### src/rtl/seg7_capture.sv
// seg7_capture: receive side of the 6-digit multiplexed seven-segment bus; rebuilds the
// 24-bit word and publishes it once stable. Define SEG7_CAP_DP_EN to also capture decimal points on dp_out.
module seg7_capture #(
  parameter int STABLE_FRAMES = 2
) (
  input  logic        clk_1khz,
  input  logic        rst_n,
  input  logic [2:0]  sel_in,
  input  logic [7:0]  seg_in,
  output logic [23:0] data_out,
  output logic        data_valid,
  output logic        seq_err,
  output logic        pat_err
`ifdef SEG7_CAP_DP_EN
  ,
  output logic [5:0]  dp_out
`endif
);

`ifdef SEG7_CAP_DP_EN
  localparam int FW = 30;
`else
  localparam int FW = 24;
`endif
  localparam logic [2:0] SF = 3'(STABLE_FRAMES);

  typedef enum logic [0:0] {
    HUNT    = 1'b0,
    CAPTURE = 1'b1
  } state_t;

  // Returns {legal, nibble} for an active-low {g,f,e,d,c,b,a} glyph.
  function automatic logic [4:0] seg_decode(input logic [6:0] pat);
    logic [4:0] r;
    case (pat)
      7'h40:   r = 5'h10;
      7'h79:   r = 5'h11;
      7'h24:   r = 5'h12;
      7'h30:   r = 5'h13;
      7'h19:   r = 5'h14;
      7'h12:   r = 5'h15;
      7'h02:   r = 5'h16;
      7'h78:   r = 5'h17;
      7'h00:   r = 5'h18;
      7'h10:   r = 5'h19;
      7'h08:   r = 5'h1A;
      7'h03:   r = 5'h1B;
      7'h46:   r = 5'h1C;
      7'h21:   r = 5'h1D;
      7'h06:   r = 5'h1E;
      7'h0E:   r = 5'h1F;
      default: r = 5'h00;
    endcase
    return r;
  endfunction

  state_t         state_r, state_s;
  logic [2:0]     exp_idx_r, exp_idx_s;
  logic [2:0]     match_cnt_r, match_cnt_s;
  logic [FW-1:0]  prev_frame_r, prev_frame_s;
  logic [FW-1:0]  shadow_r, shadow_s;
  logic [FW-1:0]  pub_r, pub_s;
  logic           have_pub_r, have_pub_s;
  logic           data_valid_r, data_valid_s;
  logic           seq_err_r, seq_err_s;
  logic           pat_err_r, pat_err_s;

  logic [4:0]     dec_s;
  logic           legal_s;
  logic [3:0]     nib_s;
  logic [FW-1:0]  frame_s;
  logic [2:0]     match_inc_s;

  assign dec_s       = seg_decode(seg_in[6:0]);
  assign legal_s     = dec_s[4];
  assign nib_s       = dec_s[3:0];
  assign match_inc_s = (match_cnt_r >= SF) ? SF : match_cnt_r + 3'd1;

`ifdef SEG7_CAP_DP_EN
  logic dp_lit_s;
  assign dp_lit_s = ~seg_in[7];
`else
  logic unused_dp_s;
  assign unused_dp_s = seg_in[7];
`endif

  // Shadow word with the digit currently on the bus merged in at its slot.
  always_comb begin
    frame_s = shadow_r;
    for (int i = 0; i < 6; i++) begin
      frame_s[23-4*i -: 4] = (sel_in == 3'(i)) ? nib_s : shadow_r[23-4*i -: 4];
`ifdef SEG7_CAP_DP_EN
      frame_s[29-i] = (sel_in == 3'(i)) ? dp_lit_s : shadow_r[29-i];
`endif
    end
  end

  // Next-state, frame qualification and pulse generation.
  always_comb begin
    state_s      = state_r;
    exp_idx_s    = exp_idx_r;
    match_cnt_s  = match_cnt_r;
    prev_frame_s = prev_frame_r;
    shadow_s     = shadow_r;
    pub_s        = pub_r;
    have_pub_s   = have_pub_r;
    data_valid_s = 1'b0;
    seq_err_s    = 1'b0;
    pat_err_s    = 1'b0;
    case (state_r)
      HUNT: begin
        if (sel_in == 3'd0) begin
          if (legal_s) begin
            shadow_s  = frame_s;
            exp_idx_s = 3'd1;
            state_s   = CAPTURE;
          end else begin
            pat_err_s = 1'b1;
          end
        end else begin
          state_s = HUNT;
        end
      end
      CAPTURE: begin
        if (!legal_s) begin
          // a bad glyph outranks an ordering error on the same sample
          pat_err_s   = 1'b1;
          match_cnt_s = 3'd0;
          exp_idx_s   = 3'd0;
          state_s     = HUNT;
        end else if (sel_in == exp_idx_r) begin
          shadow_s = frame_s;
          if (exp_idx_r == 3'd5) begin
            exp_idx_s    = 3'd0;
            state_s      = HUNT;
            prev_frame_s = frame_s;
            match_cnt_s  = (frame_s == prev_frame_r) ? match_inc_s : 3'd1;
            if ((match_cnt_s == SF) && (!have_pub_r || (frame_s != pub_r))) begin
              pub_s        = frame_s;
              have_pub_s   = 1'b1;
              data_valid_s = 1'b1;
            end else begin
              data_valid_s = 1'b0;
            end
          end else begin
            exp_idx_s = exp_idx_r + 3'd1;
          end
        end else begin
          seq_err_s   = 1'b1;
          match_cnt_s = 3'd0;
          if (sel_in == 3'd0) begin
            shadow_s  = frame_s;
            exp_idx_s = 3'd1;
            state_s   = CAPTURE;
          end else begin
            exp_idx_s = 3'd0;
            state_s   = HUNT;
          end
        end
      end
      default: begin
        state_s   = HUNT;
        exp_idx_s = 3'd0;
      end
    endcase
  end

  // State and output registers.
  always_ff @(posedge clk_1khz or negedge rst_n) begin
    if (!rst_n) begin
      state_r      <= HUNT;
      exp_idx_r    <= 3'd0;
      match_cnt_r  <= 3'd0;
      prev_frame_r <= '0;
      shadow_r     <= '0;
      pub_r        <= '0;
      have_pub_r   <= 1'b0;
      data_valid_r <= 1'b0;
      seq_err_r    <= 1'b0;
      pat_err_r    <= 1'b0;
    end else begin
      state_r      <= state_s;
      exp_idx_r    <= exp_idx_s;
      match_cnt_r  <= match_cnt_s;
      prev_frame_r <= prev_frame_s;
      shadow_r     <= shadow_s;
      pub_r        <= pub_s;
      have_pub_r   <= have_pub_s;
      data_valid_r <= data_valid_s;
      seq_err_r    <= seq_err_s;
      pat_err_r    <= pat_err_s;
    end
  end

  assign data_out   = pub_r[23:0];
  assign data_valid = data_valid_r;
  assign seq_err    = seq_err_r;
  assign pat_err    = pat_err_r;
`ifdef SEG7_CAP_DP_EN
  assign dp_out     = pub_r[29:24];
`endif

endmodule
### config.mk
export PLATFORM = sky130hd
export DESIGN_NAME = seg7_capture
export DESIGN_NICKNAME = d
export VERILOG_FILES = /design/src/rtl/seg7_capture.sv
export SDC_FILE = /design/constraint.sdc
export NUM_CORES = 1
export LEC_CHECK = 0
export ABC_AREA = 1
export BUFFER_PORTS_ARGS = -buffer_cell sky130_fd_sc_hd__buf_2
export CAP_MARGIN = 20
export CORE_MARGIN = 10
export CORE_UTILIZATION = 63
export CTS_BUF_LIST = sky130_fd_sc_hd__clkbuf_2
export DETAILED_ROUTE_END_ITERATION = 12
export HOLD_SLACK_MARGIN = 0.08
export PLACE_DENSITY_LB_ADDON = 0.25
export SKIP_CTS_REPAIR_TIMING = 1
export SYNTH_ARGS = -nofsm -noshare
export SYNTH_HDL_FRONTEND = slang
export SYNTH_SLANG_ARGS = --single-unit
export TNS_END_PERCENT = 50
### constraint.sdc
create_clock -name clk_1khz -period 2.4 [get_ports clk_1khz]
set_input_delay 0 -clock clk_1khz [delete_from_list [all_inputs] [get_ports clk_1khz]]
set_output_delay 0 -clock clk_1khz [all_outputs]
set_load 0.1 [all_outputs]
==> summary.md, run 1 <==
| Metric | Value |
|---|---|
| Synth area leaders | `dfrtp_1, nand2_1, inv_1` |
| Path depth of the worst reg2reg path | `15` |
| Clock transition at the registers of the reported paths | `220 ps` |
| Largest family of logic cells by synthesized area | `simple AND/OR/NAND/NOR gates` |
| Reg2Reg Launch Point | `shadow_r[19]` |
| Critical path, cell by cell | `or2_2, nand2_1, buf_4, inv_1, nand2_1, nand2_1, nand3_1, nor2_1, nand3_1, nor2_1, nor2_4, nand3_4, buf_12, nand2_1, nand2_1` |
| Multi-input logic area | `2547 µm²` |
| Synth Area in Compound Gates | `0.07136` |
| Site Rows | `32` |
| PortBufs | `38` |
| Sequential area share after synthesis | `0.4071` |
| Final setup fails | `0` |
| Beginning of the worst hold path | `sel_in[2]` |
| Total gr overflow | `0` |
| Crit start category | `flip-flop` |
| Crit. Startpoint | `shadow_r[19]` |
| Routed len/inst | `15.19 µm` |
| Routability Congestion | `0.9838` |
| FILL cells | `626` |
| Antenna-violating nets left | `0` |
| Total GRT Usage | `0.2429` |
| Die extent in y | `110.0 µm` |
| Status | `finished clean` |
| Clk sinks | `83` |
| Initial antenna violation count | `0` |
| Post-layout util | `0.7699` |
| FF-to-FF End | `data_out[13]` |
| Vias | `5178` |
| Layout cells sized above 1 | `0.2041` |
| WP data required | `2860 ps` |
| Worst hold slack | `57.67 ps` |
| Final Cell Area | `6011 µm²` |
| Worst-margin pin slew | `547.5 ps` |
| Final Hold Viols | `0` |
| Synth Area in XOR/XNOR | `0.01888` |
| Crit. End Element | `flip-flop` |
| Max frequency | `0.4527 GHz` |
| Die area | `12100 µm²` |
| Initial detailed-routing violation count | `414` |
| Area after DPL | `5843 µm²` |
| Worst path arrival time | `2670 ps` |
| Synth-to-Final Area Change | `17.80%` |
| First-pass DRT Iterations | `5` |
| WHS Endpoint | `pat_err` |
| Adder-Cell Fraction of Synth Area | `0.004904` |
| Core ar. | `7807 µm²` |
| Simple-Gate Fraction of Synth Area | `0.4041` |
| Seq cells post-synth | `83` |
| Hold Crit Depth | `5` |
| Cell type with the highest aggregate area in the netlist | `dfrtp_1` |
| Num CTS Buffers | `9` |
| Worst path slowest cell | `dfrtp_1` |
| Root Buffer Master | `clkbuf_2` |
| Net Count, Synth | `752` |
| Total Power | `2.674 mW` |
| Global-route wire length before repair | `23690 µm` |
| Hold/Removal Path Class | `input pin to flip-flop` |
| Crit path buffers/inverters | `3` |
| VDD IR max | `0.0002980 V` |
| Nets | `843` |
| Yosys cell types | `35` |
| TNS Setup | `0 ps` |
| Largest net degree at the start of global routing | `54` |
| Static Leakage | `3.466 nW` |
| Final wirelength | `14210 µm` |
| Crit path kind | `flip-flop to flip-flop` |
| Reg area | `2077 µm²` |
| Tmin final | `2209 ps` |
| CP top delay family | `simple AND/OR/NAND/NOR gates` |
| Clock buffer depth | `2` |
| Crit share post-route | `0.9204` |
| Clk_skew | `31.10 ps` |
| Power Density | `444.9 nW/µm²` |
| Post-DP HPWL | `10400 µm` |
| Post-Syn Area per Cell | `6.923 µm²` |
| Warnings, synthesis | `0` |
| Slew HR | `0.6337` |
| Crit path largest cell delay | `430 ps` |
| Vias in the first global route | `5078` |
| Max cap viols | `0` |
| H-tree levels | `3` |
| # IOs | `40` |
| Mapped cell area | `5102 µm²` |
| Setup slack, reg-to-reg | `190 ps` |
| Gate Count Post-Synth | `737` |
| Initial Util | `0.6535` |
| Worst skew pair latency | `560 ps` |
| Residual DRC | `0` |
| RSZ-0062 raised after global routing | `no` |
| Top cell by count, worst path | `nand2_1` |
| Share of the synthesized area in the top cell type | `0.4071` |
| Slew Limit Fails | `0` |
| Multiplexer area fraction after synthesis | `0` |
| CTS tree | `yes` |
| Inserted Diodes | `0` |
| Die X | `110.0 µm` |
| Vias/cell | `5.538` |
| Worst Path Max Fanout | `10` |
sequential cells by signal, summed over array words and instances (netlist names):
name	cells
shadow_r	24
state_r	1
data_out	24
pat_err	1
exp_idx_r	3
data_valid	1
have_pub_r	1
prev_frame_r	24
seq_err	1
match_cnt_r	3
cell families (layout without fill, tap and decap cells):
group | after synthesis | in the layout
AO/OA/AOI/OAI | 70 | 70
XOR/XNOR | 11 | 11
adder cells (fa/ha/maj) | 2 | 2
buffers and inverters | 119 | 215
flip-flops | 83 | 83
AND/OR/NAND/NOR | 452 | 452
worst register-to-register path, stage by stage, from the launching register on:
cell	delay, ps
dfrtp_1	430
or2_2	310
nand2_1	100
buf_4	140
inv_1	50
nand2_1	50
nand2_1	100
nand3_1	110
nor2_1	40
nand3_1	100
nor2_1	80
nor2_4	190
nand3_4	150
buf_12	170
nand2_1	70
nand2_1	50
cells in the final DEF, fill, tap and decap left out, types with 8 or more instances in the layout:
cell type,synthesis,routed
nand3_1,58,58
buf_4,3,53
buf_12,0,8
nor2_1,58,58
clkbuf_2,0,11
nand3b_1,11,11
o21ai_0,38,38
or2_2,23,23
nand4_1,27,27
inv_1,91,91
dfrtp_1,83,83
nand2_1,245,245
buf_2,4,37
a21oi_1,26,26
worst max-delay path by stage:
stage | endpoint | slack, ps | cells after the start
floorplan | data_out[14] | 240 | 12
global placement | data_valid | -120 | 22
detailed placement | data_out[13] | -150 | 24
CTS | data_out[13] | 210 | 15
global route | data_out[21] | 10 | 16
finish | data_out[13] | 190 | 15
layer usage:
metal  GRT usage  routed length (µm)  vias up
met1      0.3142                5935     2417
met4     0.08550                 363        0
li1            -                   -     2508
met3     0.04237                1065       28
met2      0.4009                6842      225
met5           0                   0        -
report_power, final:
| part | internal, mW | leakage (nW) | switching (mW) | total (mW) |
|---|---|---|---|---|
| Clock | 0.254 | 0.0688 | 0.521 | 0.775 |
| Combinational | 0.173 | 2.26 | 0.275 | 0.448 |
| Sequential | 1.43 | 1.14 | 0.0225 | 1.45 |
| Total | 1.86 | 3.47 | 0.819 | 2.67 |
cell usage after synthesis (all sizes together):
cell type  instances
inv               98
nand4             28
a21oi             27
o21ai             41
buf               10
nand3             61
ha                 2
nand2            252
nor2              67
o31ai              1
xnor2              4
dfrtp             83
nand3b            11
or2               25
xor2               7
o2111ai            1
nor3               8
clkbuf            11
layout make-up:
| type | instances | share of cell area |
|---|---|---|
| Inverter | 98 | 0.06120 |
| Sequential cell | 83 | 0.3455 |
| Clock inverter | 5 | 0.01041 |
| Tap cell | 102 | 0.02123 |
| Clock buffer | 11 | 0.009159 |
| Timing Repair Buffer | 101 | 0.1286 |
| Multi-Input combinational cell | 535 | 0.4238 |
metrics by stage:
stage	instances	setup WS, ps
2_1_floorplan	737	243.2
3_3_place_gp	915	-120.8
3_5_place_dp	915	-145.1
4_1_cts	931	212.2
5_1_grt	935	10.16
6_report	935	191.0
No activity file was read; power rests on OpenSTA's default activity.
==> inputs of run 2 (changes only) <==
BUFFER_PORTS_ARGS = -buffer_cell sky130_fd_sc_hd__buf_4   (was -buffer_cell sky130_fd_sc_hd__buf_2)
CTS_CLUSTER_SIZE = 8   (was default)
==> summary.md, run 2 (synthesis results as in run 1) <==
| Metric | Value |
|---|---|
| Most frequent cells in the layout | `nand2_1, inv_1, buf_4` |
| Crit. End Element | `flip-flop` |
| Status | `finished clean` |
| Worst skew pair latency | `580 ps (+20 ps)` |
| Initial detailed-routing violation count | `587 (+42%)` |
| Die X | `110.0 µm (unchanged)` |
| Initial Util | `0.6535 (unchanged)` |
| Vias in the first global route | `5126 (+0.95%)` |
| Power Density | `429.2 nW/µm² (-3.5%)` |
| Max cap viols | `0 (unchanged)` |
| Initial antenna violation count | `0 (unchanged)` |
| Root Buffer Master | `clkbuf_2` |
| Core ar. | `7807 µm² (unchanged)` |
| Crit. Startpoint | `shadow_r[9]` |
| Slew Limit Fails | `0 (unchanged)` |
| Path depth of the worst reg2reg path | `13 (-2)` |
| Largest net degree at the start of global routing | `49 (-9.3%)` |
| Commonest non-fill, non-tap cell in the layout | `nand2_1` |
| Critical path, cell by cell | `or2_2, nand2_1, buf_4, xor2_1, nand2_1, nor2_1, nand3_1, nor2_1, nor2_4, nand3_4, buf_12, nand2_1, nand2_1` |
| Final setup fails | `0 (unchanged)` |
| Total GRT Usage | `0.2531 (+0.01029)` |
| CTS tree | `yes` |
| Residual DRC | `0 (unchanged)` |
| Total gr overflow | `0 (unchanged)` |
| VDD IR max | `0.0003063 V (+2.8%)` |
| Max frequency | `0.4450 GHz (-1.7%)` |
| RSZ-0062 raised after global routing | `no` |
| Site Rows | `32 (unchanged)` |
| Die area | `12100 µm² (unchanged)` |
| Hold Crit Depth | `6 (+1)` |
| Num CTS Buffers | `9 (unchanged)` |
| Crit path to | `data_out[12]` |
| Inserted Diodes | `0 (unchanged)` |
| Clock buffer depth | `2 (unchanged)` |
| Crit path largest cell delay | `420 ps (about the same)` |
| Crit path buffers/inverters | `2 (-1)` |
| Pre-CTS setup slack | `-208.8 ps (-63.72 ps)` |
| Synth-to-Final Area Change | `19.86%` |
| Vias | `5282 (+2.0%)` |
| Worst Path Max Fanout | `12 (+2)` |
| Slew HR | `0.6240 (-0.009633)` |
| Crit share post-route | `0.9363 (+0.01589)` |
| Static Leakage | `3.489 nW (+0.68%)` |
| First-pass DRT Iterations | `5 (unchanged)` |
| Clk sinks | `83 (unchanged)` |
| CP top delay family | `simple AND/OR/NAND/NOR gates` |
| Crit path kind | `flip-flop to flip-flop` |
| Layout cells sized above 1 | `0.1988 (-0.005279)` |
| H-tree levels | `3 (unchanged)` |
| Worst setup margin | `152.9 ps (-38.13 ps)` |
| Worst path slowest cell | `dfrtp_1` |
| Setup slack, reg-to-reg | `150 ps (-40 ps)` |
| Hold/Removal Path Class | `input pin to flip-flop` |
| Top cell by count, worst path | `nand2_1` |
| Clock transition at the registers of the reported paths | `220 ps (about the same)` |
| PortBufs | `38 (unchanged)` |
| Final wirelength | `15070 µm (+6.1%)` |
| Antenna-violating nets left | `0 (unchanged)` |
| FF-to-FF End | `data_out[12]` |
| Worst path arrival time | `2750 ps (+80 ps)` |
| Worst-margin pin slew | `560.2 ps (+12.71 ps)` |
| Routed len/inst | `16.08 µm (+5.9%)` |
| Die extent in y | `110.0 µm (unchanged)` |
| Post-DP HPWL | `10900 µm (+4.7%)` |
| Nets | `846 (+0.36%)` |
| Worst hold slack | `75.00 ps (+17.33 ps)` |
| # IOs | `40 (unchanged)` |
| Global-route wire length before repair | `24170 µm (+2.0%)` |
| Final Hold Viols | `0 (unchanged)` |
| Reg2Reg Launch Point | `shadow_r[9]` |
| Crit start category | `flip-flop` |
| Vias/cell | `5.637 (+1.8%)` |
| Clk_skew | `34.02 ps (+2.918 ps)` |
| WP depth | `13 (-2)` |
| Routability Congestion | `0.9664 (-1.8%)` |
| Tmin final | `2247 ps (+38.13 ps)` |
| WP data required | `2910 ps (+50 ps)` |
## run 2: cell types whose count changed in the layout (fill, tap and decap cells not counted)
cell and change:
buf_12 -1, buf_16 +1, clkbuf_2 -1, dlygate4sd3_1 +2, clkinvlp_4 -2, inv_6 -1, clkinv_1 +4, clkinv_4 -1
buf_4 +38, buf_2 -37
## run 2: worst min-delay path by stage
stage                     startpoint           end  slack [ps]
after floorplan                rst_n   data_out[0]        -300
after detailed placement       rst_n  exp_idx_r[1]          40
after global placement         rst_n  exp_idx_r[0]          20
after CTS                      rst_n  exp_idx_r[1]        -590
after global routing       sel_in[2]  exp_idx_r[0]         110
final                      sel_in[2]  exp_idx_r[0]          80
## run 2: where the power goes
part           switching, mW  internal [mW]
Clock                  0.486          0.226
Sequential            0.0235           1.43
Combinational          0.283          0.179
## run 2: per-stage QoR
stage	power, mW	std cells	instance area (µm²)	setup TNS [ps]	utilization
floorplan	1.726	737	5102	0	-
global placement	1.887	916	5943	-2262	0.7612
detailed placement	1.911	916	5943	-4791	0.7612
CTS	2.596	931	6038	0	0.7734
global route	2.717	937	6116	0	0.7833
finish	2.625	937	6116	0	0.7833
## run 2: layout make-up
class	instances	area [µm²]
Fill cell	599	1692
Clock buffer	10	50.05
Clock inverter	5	45.04
Tap cell	102	127.6
Sequential cell	83	2077
Multi-Input combinational cell	535	2547
Inverter	98	367.9
Timing Repair Buffer	104	900.9
## run 2: per-layer routing
metal / vias up / routed length (µm) / track usage
met1: 2435 / 5754 / 0.2998
met3: 58 / 1315 / 0.05107
met5: - / 0 / 0
met4: 0 / 521 / 0.1190
li1: 2514 / - / -
met2: 275 / 7481 / 0.4323
## run 2: worst min-delay path, delay by kind of cell
family                 cells  cell delay (ps)
AND/OR/NAND/NOR            1              110
AO/OA/AOI/OAI              3              310
XOR/XNOR                   1               80
buffers and inverters      1              130
